[src/rtl/insmem_boot_ctl.sv]
// insmem_boot_ctl: boot/program-load controller arbitrating the instruction-memory port
// between a host loader and the core PC.
//   clka, reset           : clock, async active-high reset
//   start_load/run_req/halt_req : session control pulses
//   host_valid/host_data/host_last/host_ready : host word stream (valid/ready)
//   pc                    : core program counter
//   mem_addr/mem_wdata/mem_we : instruction-memory write/address port
//   core_hold, busy, done, err_overflow, load_count : status
module insmem_boot_ctl #(
    parameter int ADDR_W     = 6,
    parameter int DATA_W     = 16,
    parameter int DEPTH      = 64,
    parameter int SETTLE_CYC = 2
) (
    input  logic              clka,
    input  logic              reset,
    input  logic              start_load,
    input  logic              run_req,
    input  logic              halt_req,
    input  logic              host_valid,
    input  logic [DATA_W-1:0] host_data,
    input  logic              host_last,
    output logic              host_ready,
    input  logic [ADDR_W-1:0] pc,
    output logic [ADDR_W-1:0] mem_addr,
    output logic [DATA_W-1:0] mem_wdata,
    output logic              mem_we,
    output logic              core_hold,
    output logic              busy,
    output logic              done,
    output logic              err_overflow,
    output logic [ADDR_W:0]   load_count
);
    typedef enum logic [2:0] {IDLE, LOAD, SETTLE, RUN, ERROR} state_t;
    localparam logic [ADDR_W:0] LAST = (ADDR_W+1)'(DEPTH - 1);
    state_t state, state_n;
    logic [ADDR_W:0] wptr;
    logic [3:0] cnt;
    logic accept;
    assign accept = host_valid && state == LOAD;
    // The write pointer doubles as the word count; it holds until the next session starts.
    assign load_count = wptr;
    assign mem_wdata = host_data;
    always_comb begin
        state_n    = state;
        host_ready = state == LOAD;
        busy       = state == LOAD || state == SETTLE;
        core_hold  = state != RUN;
        mem_we     = accept;
        mem_addr   = state == LOAD ? wptr[ADDR_W-1:0] : pc;
        case (state)
            IDLE:    state_n = start_load ? LOAD : run_req ? SETTLE : IDLE;
            LOAD:    if (accept) state_n = host_last ? SETTLE : wptr == LAST ? ERROR : LOAD;
            SETTLE:  state_n = halt_req ? IDLE : cnt == 4'd0 ? RUN : SETTLE;
            RUN:     state_n = start_load ? LOAD : halt_req ? IDLE : RUN;
            ERROR:   state_n = start_load ? LOAD : ERROR;
            default: state_n = IDLE;
        endcase
    end
    always_ff @(posedge clka or posedge reset) begin
        if (reset) begin
            state        <= IDLE;
            wptr         <= '0;
            cnt          <= '0;
            done         <= 1'b0;
            err_overflow <= 1'b0;
        end else begin
            state <= state_n;
            done  <= state_n == RUN && state != RUN;
            // Reloaded in every other state so SETTLE always lasts SETTLE_CYC cycles.
            cnt   <= state == SETTLE ? cnt - 4'd1 : 4'(SETTLE_CYC - 1);
            if (state != LOAD && state_n == LOAD) begin
                wptr         <= '0;
                err_overflow <= 1'b0;
            end else begin
                if (accept) wptr <= wptr + 1'b1;
                if (state_n == ERROR) err_overflow <= 1'b1;
            end
        end
    end
endmodule

[config.mk]
export PLATFORM = sky130hd
export DESIGN_NAME = insmem_boot_ctl
export DESIGN_NICKNAME = d
export VERILOG_FILES = /design/src/rtl/insmem_boot_ctl.sv
export SDC_FILE = /design/constraint.sdc
export NUM_CORES = 1
export LEC_CHECK = 0
export CAP_MARGIN = 20
export CORE_AREA = 2 2 59 61
export DETAILED_ROUTE_END_ITERATION = 8
export DIE_AREA = 0 0 61 63
export PLACE_DENSITY = 0.83
export SYNTH_ARGS = -nofsm -noshare
export SYNTH_HDL_FRONTEND = slang
export SYNTH_SLANG_ARGS = --single-unit
[constraint.sdc]
create_clock -name clka -period 1.4 [get_ports clka]
set_input_delay 0.14 -clock clka [delete_from_list [all_inputs] [get_ports clka]]
set_output_delay 0.14 -clock clka [all_outputs]
set_load 0.1 [all_outputs]
==> flow_metrics.env, run 1 <==
export IMPL_timing_rr_start="state[0]$_DFF_PP0_"
export IMPL_grt_usage=0.158
export IMPL_synthesis_area_um2=1020
export IMPL_layout_cells_non_filler=195
export IMPL_cts_max_path_buffers=2
export IMPL_hold_viol_final=0
export IMPL_fin_worst_skew_ns=0.00984
export IMPL_cts_tree="done"
export IMPL_grt_start_max_net_pins=17
export IMPL_wirelength_um=2810
export IMPL_syn_inst=109
export IMPL_syn2layout_area_growth_pct=84.0
export IMPL_die_w_um=61
export IMPL_timing_final_ws_setup_ns=-0.381
export IMPL_cts_htree_levels=1
export IMPL_seqCellArea_um2=418
export IMPL_initialDrtViolationCount=27
export IMPL_antenna_found_initial=0
export IMPL_antenna_cells=0
export IMPL_p_per_area_nw_per_um2=2530
export IMPL_wl_per_cell_um=14.4
export IMPL_cts_made_buffers=3
export IMPL_num_vias=961
export IMPL_nFillCells=283
export IMPL_drv_cap=0
export IMPL_start_util=0.316
export IMPL_final_cell_mix="buf_12, clkdlybuf4s50_1, buf_6, buf_4, nand2_1"
export IMPL_rsz0062_at_grt="true"
export IMPL_clock_root_buffer="clkbuf_4"
export IMPL_fin_crit_ns=1.78
export IMPL_r2r_end="load_count[4]$_DFFE_PP0P_"
export IMPL_critPathMaxFanout=8
export IMPL_clkTransAtPathRegs_ns=0.10
export IMPL_core_area_um2=3230
export IMPL_gp_congestion=0.895
export IMPL_critical_path_startpoint_type="register"
export IMPL_drive_above_1_share=0.537
export IMPL_worstMarginPinSlew_ns=0.351
export IMPL_fmax_mhz=562
export IMPL_post_drt_via_cell_ratio=4.93
export IMPL_cts_hold_buf=0
export IMPL_synth_avg_cell_area_um2=9.38
export IMPL_critPathRequiredTime_ns=1.26
export IMPL_ys_ff_latch=16
export IMPL_end_kind="primary output"
export IMPL_failed_checks="setup timing"
export IMPL_drv_slew=0
export IMPL_min_period_over_period=1.27
export IMPL_vdd_drop_max_mv=1.22
export IMPL_port_buffer_count=31
export IMPL_antenna_left=0
export IMPL_std_cell_rows=21
export IMPL_cellLeakagePower_nw=0.824
export IMPL_ys_seq_area_frac=0.392
export IMPL_drc_errors=0
export IMPL_setup_worst_path_end="mem_addr[5]"
export IMPL_status="finished, violations left"
export IMPL_grt_pass1_vias=955
export IMPL_crit_type="reg2out"
export IMPL_die_area_um2=3840
export IMPL_placed_cells=184
export IMPL_synth_warnings=0
export IMPL_fin_setup_tns_ns=-4.52
export IMPL_clock_sinks=16
export IMPL_hpwlAfterDp_um=2110
export IMPL_grt_pass1_wl_um=4630
export IMPL_die_h_um=63
export IMPL_hold_path_class="in2async"
export IMPL_slew_headroom=0.766
export IMPL_synth_distinct_cells=39
export IMPL_rr_worst_depth=7
export IMPL_setup_viol=21
export IMPL_dr_pass1_iters=4
export IMPL_reg2reg_slack_ns=-0.20
export IMPL_final_nets=181
export IMPL_startpoint="state[2]$_DFF_PP0_"
export IMPL_num_io_pins=64
export IMPL_layout_commonest_cell="buf_12"
export IMPL_cp_arrival_ns=1.64
export IMPL_synth_nets=140
export IMPL_fin_hold_ws_ns=0.154
export IMPL_multi_input_area_um2=606
export IMPL_grt_overflow_total=0
export IMPL_insertion_delay_ns=0.29
[synthesized netlist by cell type (all sizes together)]
cell     number  share of area
a41oi         1         0.0086
o221ai        1         0.0086
a32oi         1         0.0086
clkinv        1         0.0037
inv           8          0.029
nand4         3          0.018
nand3         6          0.029
or4           2          0.018
o21ai         3          0.015
nand4b        1         0.0086
dfrtp        16           0.39
or3           1         0.0061
a31oi         3          0.018
nand2b        2          0.012
or3b          2          0.020
nor2          3          0.011
nand2        10          0.037
mux2          6          0.066
o211ai        1         0.0073
nor3b         1          0.012
and3          1         0.0061
or2b          1         0.0073
nand4bb       1          0.011
nor3          2         0.0098
xnor2         1         0.0086
ha            2          0.024
or2           1         0.0061
a21oi         4          0.020
nor2b         1         0.0061
o21a          1         0.0073
and2          1         0.0061
mux2i         1         0.0098
o22ai         1         0.0061
o311ai        1         0.0086
buf          18           0.13
[state kept, by name (all words and copies together) (netlist names)]
register and count:
err_overflow 1, load_count 7, state 3, cnt 4, done 1
[layer usage]
layer | part of all wire | track usage | wire length [um]
met1 | 0.36 | 0.182 | 999
met3 | 0.088 | 0.0497 | 246
met2 | 0.53 | 0.259 | 1500
met4 | 0.022 | 0.0707 | 61
met5 | 0 | 0 | 0
[worst min-delay path by stage]
| stage | from | end | slack (ns) | cells after the start |
|---|---|---|---|---|
| detailed placement | host_data[14] | mem_wdata[14] | 0.28 | 0 |
| floorplan | reset | cnt[0]$_DFF_PP0_ | 0.05 | 1 |
| CTS | reset | state[0]$_DFF_PP0_ | 0.16 | 3 |
| global placement | host_data[14] | mem_wdata[14] | 0.28 | 0 |
| global route | reset | load_count[3]$_DFFE_PP0P_ | 0.19 | 3 |
| finish | reset | load_count[3]$_DFFE_PP0P_ | 0.15 | 3 |
[kinds of logic (layout without fill, tap and decap cells)]
group                      Yosys count  count (layout)  share of synthesized area
adders and majority gates            2               2                     0.0245
DFF                                 16              16                      0.392
muxes                                7               7                     0.0759
xor gates and xnor gates             1               1                    0.00857
and+or+nand+nor                     39              39                      0.225
buffers and inverters               27              67                      0.166
AOI/OAI and AO/OA                   17              17                      0.108
[where the power goes]
group	switching (mW)	internal, mW	leakage, nW
registers	0.116	0.581	0.199
logic	2.17	1.64	0.610
clock network	0.151	0.111	0.0150
[repair_timing]
item,CTS,global route
pin swaps,3,8
setup endpoints to repair,21,23
resized for setup,8,25
setup buffers,1,8
[cell type report]
class / instances / area share
timing repair buffer: 54 / 0.387
multi-input combinational: 66 / 0.322
sequential: 16 / 0.222
tap: 46 / 0.0306
inverter: 9 / 0.0246
clock buffer: 4 / 0.0140
[critical path, cell delays in order (launching register included)]
cell     delay (ns)
dfrtp_2        0.45
nor3b_4        0.24
buf_12         0.17
mux2_4         0.31
buf_12         0.17
[metrics by stage]
stage / cell area, um2 / total power, mW / utilization / setup WS (ns)
floorplan: 1110 / 3.04 / - / -0.869
global placement: 1660 / 4.05 / 0.512 / -0.0834
detailed placement: 1660 / 4.12 / 0.512 / -0.146
CTS: 1720 / 4.44 / 0.531 / -0.358
global route: 1880 / 4.96 / 0.582 / -0.432
finish: 1880 / 4.76 / 0.582 / -0.381
No activity file was read; power rests on OpenSTA's default activity.
==> run 2, diff against run 1 <==
--- a/config.mk
+++ b/config.mk
@@ -10,6 +10,7 @@
 export DETAILED_ROUTE_END_ITERATION = 8
 export DIE_AREA = 0 0 61 63
 export PLACE_DENSITY = 0.83
+export SKIP_LAST_GASP = 1
 export SYNTH_ARGS = -nofsm -noshare
 export SYNTH_HDL_FRONTEND = slang
 export SYNTH_SLANG_ARGS = --single-unit
==> constraint.sdc (replaced) <==
create_clock -name clka -period 1.4 [get_ports clka]
set_input_delay 0.21 -clock clka [delete_from_list [all_inputs] [get_ports clka]]
set_output_delay 0.21 -clock clka [all_outputs]
set_load 0.1 [all_outputs]
==> run 2 against run 1 <==
The run still ends with setup timing left; total power up 1.8%; first-iteration DRC count down 44%; flip-flop and latch count unchanged; fmax down 4.5%; utilization up 0.70 points; setup slack worse by 0.084 ns; clock-buffer cell count unchanged; global-route usage up 0.87 points; wire length up 4.2%; cell area up 1.2%; critical path type unchanged.
==> flow_metrics.env, run 2 (same netlist as run 1, synthesis figures left out) <==
export IMPL_end_kind="primary output"
export IMPL_crit_chain="buf_4, or3b_4, or2b_4, buf_12"
export IMPL_antenna_left=0
export IMPL_clkTransAtPathRegs_ns=0.10
export IMPL_initialDrtViolationCount=15
export IMPL_reg2reg_slack_ns=-0.31
export IMPL_drive_above_1_share=0.556
export IMPL_globalRouteMet3Util=0.0580
export IMPL_critical_path_startpoint_type="register"
export IMPL_grt_overflow_total=0
export IMPL_cts_made_buffers=3
export IMPL_r2r_end="load_count[5]$_DFFE_PP0P_"
export IMPL_path_depth=4
export IMPL_fin_worst_skew_ns=0.00572
export IMPL_worstMarginPinSlew_ns=0.433
export IMPL_crit_type="reg2out"
export IMPL_grt_start_max_net_pins=17
export IMPL_setup_viol=22
export IMPL_fin_crit_ns=1.86
export IMPL_grt_util_met1=0.170
export IMPL_num_vias=998
export IMPL_layout_commonest_cell="buf_12"
export IMPL_die_w_um=61
export IMPL_wl_per_cell_um=14.7
export IMPL_grt_pass1_vias=1049
export IMPL_clock_root_buffer="clkbuf_4"
export IMPL_fmax_mhz=536
export IMPL_cellLeakagePower_nw=0.846
export IMPL_wirelength_um=2920
export IMPL_hold_viol_final=0
export IMPL_syn2layout_area_growth_pct=86.2
export IMPL_cp_arrival_ns=1.65
export IMPL_cp_slowest_cell="dfrtp_2"
export IMPL_max_stage_delay_ns=0.45
export IMPL_hold_path_class="in2async"
export IMPL_num_io_pins=64
export IMPL_port_buffer_count=31
export IMPL_die_h_um=63
export IMPL_core_area_um2=3230
export IMPL_drc_errors=0
export IMPL_fin_hold_ws_ns=0.211
export IMPL_final_cell_mix="buf_12, buf_4, clkdlybuf4s50_1"
export IMPL_placed_cells=184
export IMPL_die_area_um2=3840
export IMPL_post_drt_via_cell_ratio=5.02
export IMPL_startpoint="state[2]$_DFF_PP0_"
export IMPL_vdd_drop_max_mv=1.10
export IMPL_slew_headroom=0.708
export IMPL_cts_max_path_buffers=2
export IMPL_grt_usage=0.166
export IMPL_final_nets=185
export IMPL_antenna_cells=0
export IMPL_p_per_area_nw_per_um2=2550
export IMPL_rsz0062_at_grt="true"
export IMPL_gp_congestion=0.850
export IMPL_start_util=0.316
export IMPL_layout_cells_non_filler=199
export IMPL_rr_worst_depth=6
export IMPL_drv_cap=0
export IMPL_grt_busiest_layer="met2"
export IMPL_setup_worst_path_end="busy"
export IMPL_cts_tree="done"
export IMPL_failed_checks="setup timing"
export IMPL_std_cell_rows=21
export IMPL_hpwlAfterDp_um=2060
export IMPL_min_period_over_period=1.33
export IMPL_critPathMaxFanout=2
export IMPL_status="finished, violations left"
export IMPL_clock_sinks=16
export IMPL_critPathRequiredTime_ns=1.19
export IMPL_nFillCells=280
export IMPL_timing_rr_start="state[2]$_DFF_PP0_"
export IMPL_grt_pass1_wl_um=4820
export IMPL_cp_top_family="simple AND/OR/NAND/NOR gates"
export IMPL_cts_htree_levels=1
export IMPL_timing_final_ws_setup_ns=-0.465
export IMPL_insertion_delay_ns=0.30
export IMPL_cp_num_buf_inv=2
export IMPL_largest_reg_flops=7
export IMPL_met2_usage=0.290
export IMPL_dr_pass1_iters=3
export IMPL_drv_slew=0
export IMPL_antenna_found_initial=0
run 2: metrics by stage:
| stage | util | total power [mW] | setup slack (ns) | TNS (ns) | area, um2 |
|---|---|---|---|---|---|
| after floorplan | - | 3.04 | -0.939 | -7.83 | 1110 |
| after global placement | 0.516 | 4.06 | -0.139 | -1.80 | 1670 |
| after detailed placement | 0.516 | 4.14 | -0.194 | -2.41 | 1670 |
| after CTS | 0.563 | 4.70 | -0.470 | -6.51 | 1820 |
| after global routing | 0.589 | 5.05 | -0.506 | -7.62 | 1900 |
| final | 0.589 | 4.85 | -0.465 | -6.25 | 1900 |
run 2: what timing repair did:
| action | in CTS | in global routing |
|---|---|---|
| setup buffers | 8 | 3 |
| hold buffers | 0 | 0 |
| setup endpoints to repair | 22 | 26 |
| resized for setup | 13 | 13 |
| pin swaps | 10 | 3 |
run 2: routing by layer:
metal | up-vias | share of wire
li1 | 459 | -
met2 | 45 | 0.55
met3 | 10 | 0.086
met1 | 484 | 0.35
met5 | - | 0
met4 | 0 | 0.020
run 2: worst min path at each step:
stage,startpoint,endpoint,slack [ns],cells after the start
floorplan,reset,cnt[0]$_DFF_PP0_,0.12,1
finish,reset,load_count[2]$_DFFE_PP0P_,0.21,3
global placement,host_data[14],mem_wdata[14],0.42,0
global route,reset,load_count[2]$_DFFE_PP0P_,0.24,3
detailed placement,host_data[14],mem_wdata[14],0.42,0
CTS,reset,state[0]$_DFF_PP0_,0.22,3
run 2: worst reg2reg max path: stages (launching register included):
cell       delay (ns)
dfrtp_2          0.45
buf_4            0.15
buf_4            0.13
nand4bb_4        0.20
buf_6            0.14
or4_4            0.50
nand3_2          0.08
run 2: area by class of cell:
| cell class | instances | area (um2) | share of cell area |
|---|---|---|---|
| Tap cell | 46 | 57.6 | 0.0302 |
| Clock buffer | 4 | 36.3 | 0.0191 |
| Inverter | 9 | 46.3 | 0.0243 |
| Multi-Input combinational cell | 66 | 584 | 0.307 |
| Sequential cell | 16 | 417 | 0.219 |
| Timing Repair Buffer | 58 | 762 | 0.400 |
run 2: where the power goes:
| part | internal [mW] | switching, mW | total (mW) |
|---|---|---|---|
| Clock | 0.159 | 0.156 | 0.315 |
| Sequential | 0.579 | 0.126 | 0.704 |
| Combinational | 1.67 | 2.16 | 3.83 |
